===== src/rtl/bitmap_pkg.sv =====
// Shared types and constants for the bitmap drawing engine.
package bitmap_pkg;

   localparam int unsigned SCREEN_W = 320;
   localparam int unsigned SCREEN_H = 240;
   localparam int unsigned X_W      = 9;
   localparam int unsigned Y_W      = 8;
   localparam int unsigned COLOR_W  = 3;

   typedef enum logic [1:0] {
      OP_PLOT  = 2'd0,
      OP_FILL  = 2'd1,
      OP_CLEAR = 2'd2,
      OP_NOP   = 2'd3
   } draw_op_t;

   typedef enum logic [1:0] {
      ST_IDLE = 2'd0,
      ST_DRAW = 2'd1,
      ST_FIN  = 2'd2
   } state_t;

   // Effective raster bounds of an accepted command (inclusive corners).
   typedef struct packed {
      logic [X_W-1:0] x0;
      logic [Y_W-1:0] y0;
      logic [X_W-1:0] x1;
      logic [Y_W-1:0] y1;
   } draw_bounds_t;

endpackage


===== src/rtl/bitmap_draw_ctrl_if.sv =====
// Command handshake plus bitmap write port of the drawing engine.
interface bitmap_draw_ctrl_if;
   import bitmap_pkg::*;

   logic                 cmd_valid;
   logic                 cmd_ready;
   draw_op_t             cmd_op;
   logic [X_W-1:0]       cmd_x0;
   logic [Y_W-1:0]       cmd_y0;
   logic [X_W-1:0]       cmd_x1;
   logic [Y_W-1:0]       cmd_y1;
   logic [COLOR_W-1:0]   cmd_color;
   logic [X_W-1:0]       x;
   logic [Y_W-1:0]       y;
   logic [COLOR_W-1:0]   color;
   logic                 wr_en;
   logic                 busy;
   logic                 done;

   modport master (
      output cmd_valid, cmd_op, cmd_x0, cmd_y0, cmd_x1, cmd_y1, cmd_color,
      input  cmd_ready, x, y, color, wr_en, busy, done
   );

   modport slave (
      input  cmd_valid, cmd_op, cmd_x0, cmd_y0, cmd_x1, cmd_y1, cmd_color,
      output cmd_ready, x, y, color, wr_en, busy, done
   );

endinterface


===== src/rtl/bitmap_raster_counter.sv =====
// Loadable nested x/y raster counter; x is the inner loop. The x/y
// registers double as the bitmap write coordinates and hold between commands.
module bitmap_raster_counter
   import bitmap_pkg::*;
(
   input  logic           clk,
   input  logic           reset,
   input  logic           load,
   input  logic           step,
   input  logic [X_W-1:0] x_start,
   input  logic [Y_W-1:0] y_start,
   input  logic [X_W-1:0] x_end,
   input  logic [Y_W-1:0] y_end,
   output logic [X_W-1:0] x,
   output logic [Y_W-1:0] y,
   output logic           last_c
);

   logic [X_W-1:0] x_base;
   logic [X_W-1:0] x_stop;
   logic [Y_W-1:0] y_stop;

   // Load bounds at accept, then walk the rectangle one pixel per step.
   always_ff @(posedge clk) begin
      if (reset) begin
         x      <= '0;
         y      <= '0;
         x_base <= '0;
         x_stop <= '0;
         y_stop <= '0;
      end else if (load) begin
         x      <= x_start;
         y      <= y_start;
         x_base <= x_start;
         x_stop <= x_end;
         y_stop <= y_end;
      end else if (step) begin
         if (x == x_stop) begin
            x <= x_base;
            y <= y + Y_W'(1);
         end else begin
            x <= x + X_W'(1);
         end
      end
   end

   // Equality against the latched corner, so x1=511 / y1=255 still terminate.
   assign last_c = (x == x_stop) && (y == y_stop);

endmodule


===== src/rtl/bitmap_draw_ctrl.sv =====
// Command-driven pixel write sequencer for the 320x240 3-bit bitmap.
// Optional macro BITMAP_DRAW_CLIP_EN clips coordinates to the screen at accept.
module bitmap_draw_ctrl
   import bitmap_pkg::*;
(
   input  logic               clk,
   input  logic               reset,
   bitmap_draw_ctrl_if.slave  bus
);

   state_t             state;
   state_t             state_d;
   draw_bounds_t       bnd_c;
   logic               empty_c;
   logic               accept_c;
   logic               load_c;
   logic               step_c;
   logic               last_c;
   logic               cmd_ready;
   logic               wr_en;
   logic               busy;
   logic               done;
   logic [COLOR_W-1:0] color;
   logic [X_W-1:0]     cnt_x;
   logic [Y_W-1:0]     cnt_y;

   assign accept_c = bus.cmd_valid && (state == ST_IDLE);
   assign load_c   = accept_c && !empty_c;
   assign step_c   = (state == ST_DRAW) && !last_c;

   // Decode the command into raster bounds and flag zero-write commands.
   always_comb begin
      bnd_c.x0 = bus.cmd_x0;
      bnd_c.y0 = bus.cmd_y0;
      bnd_c.x1 = bus.cmd_x1;
      bnd_c.y1 = bus.cmd_y1;
      empty_c  = 1'b0;
      case (bus.cmd_op)
         OP_PLOT: begin
            bnd_c.x1 = bus.cmd_x0;
            bnd_c.y1 = bus.cmd_y0;
         end
         OP_FILL: begin
            empty_c = (bus.cmd_x1 < bus.cmd_x0) || (bus.cmd_y1 < bus.cmd_y0);
         end
         OP_CLEAR: begin
            bnd_c.x0 = '0;
            bnd_c.y0 = '0;
            bnd_c.x1 = X_W'(SCREEN_W - 1);
            bnd_c.y1 = Y_W'(SCREEN_H - 1);
         end
         default: begin
            empty_c = 1'b1;
         end
      endcase
`ifdef BITMAP_DRAW_CLIP_EN
      if (bnd_c.x1 > X_W'(SCREEN_W - 1)) bnd_c.x1 = X_W'(SCREEN_W - 1);
      if (bnd_c.y1 > Y_W'(SCREEN_H - 1)) bnd_c.y1 = Y_W'(SCREEN_H - 1);
      if ((bnd_c.x0 >= X_W'(SCREEN_W)) || (bnd_c.y0 >= Y_W'(SCREEN_H))) empty_c = 1'b1;
`else
      // Off-screen coordinates pass through; the caller keeps writes in range.
`endif
   end

   // Next-state logic: zero-write commands skip straight to FIN.
   always_comb begin
      state_d = state;
      case (state)
         ST_IDLE: if (bus.cmd_valid) state_d = empty_c ? ST_FIN : ST_DRAW;
         ST_DRAW: if (last_c) state_d = ST_FIN;
         ST_FIN:  state_d = ST_IDLE;
         default: state_d = ST_IDLE;
      endcase
   end

   // State register.
   always_ff @(posedge clk) begin
      if (reset) state <= ST_IDLE;
      else       state <= state_d;
   end

   // Registered handshake/strobe outputs derived from the next state.
   always_ff @(posedge clk) begin
      if (reset) begin
         cmd_ready <= 1'b1;
         wr_en     <= 1'b0;
         busy      <= 1'b0;
         done      <= 1'b0;
         color     <= '0;
      end else begin
         cmd_ready <= (state_d == ST_IDLE);
         wr_en     <= (state_d == ST_DRAW);
         busy      <= (state_d != ST_IDLE);
         done      <= (state_d == ST_FIN);
         if (load_c) color <= bus.cmd_color;
      end
   end

   bitmap_raster_counter u_raster (
      .clk     (clk),
      .reset   (reset),
      .load    (load_c),
      .step    (step_c),
      .x_start (bnd_c.x0),
      .y_start (bnd_c.y0),
      .x_end   (bnd_c.x1),
      .y_end   (bnd_c.y1),
      .x       (cnt_x),
      .y       (cnt_y),
      .last_c  (last_c)
   );

   assign bus.cmd_ready = cmd_ready;
   assign bus.wr_en     = wr_en;
   assign bus.busy      = busy;
   assign bus.done      = done;
   assign bus.color     = color;
   assign bus.x         = cnt_x;
   assign bus.y         = cnt_y;

endmodule

===== src/flat_wrapper.sv =====
// flat-port wrapper written by rule: the top's interface ports become plain ports
module bitmap_draw_ctrl_flat import bitmap_pkg::*;
  (clk, reset, bus_cmd_valid, bus_cmd_op, bus_cmd_x0, bus_cmd_y0, bus_cmd_x1, bus_cmd_y1, bus_cmd_color, bus_cmd_ready, bus_x, bus_y, bus_color, bus_wr_en, bus_busy, bus_done);
  bitmap_draw_ctrl_if bus_i ();
  input  logic clk;
  input  logic reset;
  input wire logic [$bits(bus_i.cmd_valid)-1:0] bus_cmd_valid;
  input wire logic [$bits(bus_i.cmd_op)-1:0] bus_cmd_op;
  input wire logic [$bits(bus_i.cmd_x0)-1:0] bus_cmd_x0;
  input wire logic [$bits(bus_i.cmd_y0)-1:0] bus_cmd_y0;
  input wire logic [$bits(bus_i.cmd_x1)-1:0] bus_cmd_x1;
  input wire logic [$bits(bus_i.cmd_y1)-1:0] bus_cmd_y1;
  input wire logic [$bits(bus_i.cmd_color)-1:0] bus_cmd_color;
  output wire logic [$bits(bus_i.cmd_ready)-1:0] bus_cmd_ready;
  output wire logic [$bits(bus_i.x)-1:0] bus_x;
  output wire logic [$bits(bus_i.y)-1:0] bus_y;
  output wire logic [$bits(bus_i.color)-1:0] bus_color;
  output wire logic [$bits(bus_i.wr_en)-1:0] bus_wr_en;
  output wire logic [$bits(bus_i.busy)-1:0] bus_busy;
  output wire logic [$bits(bus_i.done)-1:0] bus_done;
  assign bus_i.cmd_valid = bus_cmd_valid;
  assign bus_i.cmd_op = bus_cmd_op;
  assign bus_i.cmd_x0 = bus_cmd_x0;
  assign bus_i.cmd_y0 = bus_cmd_y0;
  assign bus_i.cmd_x1 = bus_cmd_x1;
  assign bus_i.cmd_y1 = bus_cmd_y1;
  assign bus_i.cmd_color = bus_cmd_color;
  assign bus_cmd_ready = bus_i.cmd_ready;
  assign bus_x = bus_i.x;
  assign bus_y = bus_i.y;
  assign bus_color = bus_i.color;
  assign bus_wr_en = bus_i.wr_en;
  assign bus_busy = bus_i.busy;
  assign bus_done = bus_i.done;
  bitmap_draw_ctrl u_core (.clk(clk), .reset(reset), .bus(bus_i));
endmodule

===== config.mk =====
export PLATFORM = sky130hd
export DESIGN_NAME = bitmap_draw_ctrl_flat
export DESIGN_NICKNAME = d
export VERILOG_FILES = /design/src/rtl/bitmap_pkg.sv /design/src/rtl/bitmap_draw_ctrl_if.sv /design/src/rtl/bitmap_raster_counter.sv /design/src/rtl/bitmap_draw_ctrl.sv /design/src/flat_wrapper.sv
export SDC_FILE = /design/constraint.sdc
export NUM_CORES = 1
export LEC_CHECK = 0
export ABC_AREA = 1
export CORE_MARGIN = 2
export CORE_UTILIZATION = 35
export DETAILED_ROUTE_END_ITERATION = 12
export GPL_TIMING_DRIVEN = 0
export SYNTH_ARGS = -nofsm -noshare
export SYNTH_HDL_FRONTEND = slang
export SYNTH_SLANG_ARGS = --single-unit

===== constraint.sdc =====
create_clock -name clk -period 2 [get_ports clk]
set_input_delay 0.3 -clock clk [delete_from_list [all_inputs] [get_ports clk]]
set_output_delay 0.3 -clock clk [all_outputs]
set_load 0.02 [all_outputs]

==> impl_metrics.py <==
metrics = {
    "worst_setup_path": {
        "crit_path_cell_trace": "clkdlybuf4s50_1 > ha_1 > nand2_2 > o21a_1 > nand2_2 > nand3_2 > nand2_4 > nand2_8 > buf_8 > clkbuf_16 > nand3_1 > a21oi_1",
        "crit_path_end_kind": "flip-flop",
        "path_common_cell": "nand2_2",
        "required_ns": 2.18,
        "startpoint_type": "input port",
        "criticalPathCategory": "in2reg",
        "cp_num_buf_inv": 3,
        "ff2ff_setup_slack_ns": 0.19,
        "cp_max_fo": 6,
        "worst_path_max_delay_cell": "clkdlybuf4s50_1",
        "cp.arrival_ns": 2.08,
        "critPathMaxStageDelay_ns": 0.43,
        "crit_family": "buffers and inverters",
    },
    "layout": {
        "final_layout_size_suffix_gt1_share_pct": 17.82,
        "fin_nets": 664,
        "layout_commonest_cell": "nand2_1",
        "diodes": 0,
        "instances_no_fill": 735,
        "layout_common_cells": "nand2_1 (120), nor2_1 (55), a21oi_1 (51), dfxtp_1 (50), nand3_1 (46)",
        "fillCellCount": 977,
        "area_delta_synth_final_pct": 41.68,
    },
    "drt": {
        "drtAntennaViolNets": 0,
        "vias": 3568,
        "drt_iter0_drc": 129,
        "drt_first_pass_iters": 4,
        "routed_wl_mm": 10.36,
        "remaining_drc_errors": 0,
        "wire_per_inst_um": 14.10,
        "via_per_inst": 4.854,
    },
    "place": {
        "place.gp.congestion": 0.8264,
        "hpwl_mm": 7.667,
        "placed_cells": 713,
        "portBuffers": 63,
    },
    "timing": {
        "fmax_mhz": 526.5,
        "min_period_ns": 1.899,
        "setup_viol": 0,
        "finalMaxSlewViolations": 0,
        "holdWs_ns": 0.3860,
        "hold_viol": 0,
        "slew_headroom_pct": 63.09,
        "min_period_over_period_pct": 94.97,
        "worst_pin_slew_ns": 0.5537,
        "rsz0062_at_grt": "no",
        "finClkSkew_ns": 0.009263,
    },
    "die": {
        "die_y_um": 102.0,
        "coreArea_um2": 9284,
        "start_util_pct": 36.21,
        "pin_count": 66,
        "rows": 35,
        "die_w_um": 102.0,
        "dieArea_um2": 10410,
    },
    "synth": {
        "syn_area_per_cell_um2": 6.453,
        "syn_nets": 580,
        "synth.distinct_cells": 27,
        "ys_seq_area_share_pct": 30.96,
        "ys_ff_latch": 52,
        "synth_area_um2": 3362,
        "synthCells": 521,
        "synth_warnings": 0,
    },
    "flow_run": {
        "cap_viol_max_count": 0,
    },
    "global_routing": {
        "grt_pass1_vias": 3597,
        "grt_start_max_net_pins": 17,
        "grt_pass1_wl_mm": 16.95,
        "antenna_found_initial": 0,
        "track_usage_pct": 20.74,
        "grt_overflow": 0,
    },
    "pwr": {
        "ir_drop_mv": 0.3966,
        "powerDensity_nw_per_um2": 706.1,
        "p_leak_nw": 2.205,
    },
    "cts": {
        "cts_tree": "done",
        "clkSlewWorstSetupHoldPaths_ns": 0.09,
        "root_buffer": "clkbuf_8",
        "htreeDepth": 2,
        "clock_latency_ns": 0.31,
        "cts.sinks": 52,
        "clk_path_buf_depth": 2,
        "postCtsHoldBufs": 0,
        "numCtsBuffers": 5,
    },
    "status": {
        "status": "complete, no violations",
    },
    "hold_path": {
        "hp-class": "in2reg",
    },
}
kinds of logic (layout without fill, tap and decap cells):
family | count (synthesis) | in the layout | synth area share, %
xor gates and xnor gates | 25 | 25 | 6.513
DFF | 52 | 52 | 30.96
AOI/OAI and AO/OA | 75 | 75 | 11.80
adders and majority gates | 17 | 17 | 6.327
buffers and inverters | 80 | 165 | 9.564
and+or+nand+nor | 272 | 272 | 34.83
synthesized netlist by cell type, drive strengths merged:
cell | count | share of area [%]
nand2 | 128 | 14
buf | 8 | 1.5
o31ai | 1 | 0.22
a22oi | 1 | 0.22
inv | 53 | 5.9
nand4 | 6 | 1.1
o21a | 1 | 0.22
ha | 17 | 6.3
a21oi | 53 | 7.9
clkbuf | 18 | 2.0
a21boi | 1 | 0.22
clkinv | 1 | 0.11
nor2 | 77 | 10
nand3b | 3 | 0.67
dfxtp | 52 | 31
o21ai | 18 | 3.0
nand3 | 54 | 8.0
xnor2 | 2 | 0.52
nor3 | 3 | 0.45
and2 | 1 | 0.26
xor2 | 23 | 6.0
per-stage QoR:
| step | setup WS, ns | cell area [um2] | TNS (ns) | utilization [%] | total power, W |
|---|---|---|---|---|---|
| 4_1_cts | 0.00005329 | 4614 | 0 | 49.70 | 0.003326 |
| 5_1_grt | 0.01149 | 4763 | 0 | 51.31 | 0.003566 |
| 6_report | 0.1005 | 4763 | 0 | 51.31 | 0.003363 |
| 3_3_place_gp | -0.8722 | 4154 | -37.06 | 44.74 | 0.002233 |
| 2_1_floorplan | 0.1561 | 3362 | 0 | - | 0.001879 |
| 3_5_place_dp | -0.8547 | 4154 | -36.46 | 44.74 | 0.002245 |
report_power, final:
| part | internal (W) | switching (W) | total (W) |
|---|---|---|---|
| Combinational | 0.000510 | 0.000645 | 0.00115 |
| Clock | 0.000625 | 0.000364 | 0.000990 |
| Sequential | 0.00112 | 0.0000942 | 0.00122 |
| Total | 0.00226 | 0.00110 | 0.00336 |
layout make-up:
class                      instances  area [um2]  area share [%]
clock buffer                       5       68.82           1.445
clock inverter                     3       90.09           1.891
buffer                            26       219.0           4.597
timing repair buffer              77       768.2           16.13
tap                              129       161.4           3.388
multi-input combinational        389        2210           46.39
sequential                        52        1044           21.91
inverter                          54       202.7           4.255
path summary, 6_finish.rpt:
path / start / to / cells after the start
min: reset / u_core.u_raster.x_base[2] / 2
max: bus_cmd_x1[7] / u_core.u_raster.y[0] / 12
max reg2reg: u_core.u_raster.x[0] / u_core.u_raster.x[2] / 13
min reg2reg: u_core.u_raster.x_base[7] / u_core.u_raster.x_base[7] / 2
routing by layer:
layer	vias to the layer above	track usage, %	part of all wire (%)
li1	1837	-	-
met1	1643	26.67	46
met2	78	36.79	49
met3	10	2.668	3.7
met4	0	5.128	1.1
met5	-	0	0
sequential cells by signal, indices dropped and copies added, names as in the netlist:
signal,count
u_core.u_raster.x_base,9
u_core.bus.done,1
u_core.bus.busy,1
u_core.bus.cmd_ready,1
u_core.u_raster.x,9
u_core.u_raster.y,8
u_core.state,2
u_core.u_raster.y_stop,8
u_core.bus.wr_en,1
u_core.u_raster.x_stop,9
u_core.bus.color,3
worst reg2reg max path, stage by stage (launching register included):
cell	delay, ns
dfxtp_2	0.37
inv_2	0.08
nand2_1	0.05
nand2_1	0.05
nand3_1	0.09
nor2_1	0.10
nand2_1	0.09
nor2_4	0.20
inv_2	0.11
o21ai_4	0.19
and2_4	0.19
buf_12	0.14
nor2_2	0.05
nor2_2	0.07
repair_timing:
item | in CTS | in global routing
pin swaps | 23 | 21
cloned | 3 | 0
setup endpoints to repair | 50 | 50
setup buffers | 8 | 3
resized for setup | 82 | 45
Power figures use the tool's default switching activity.
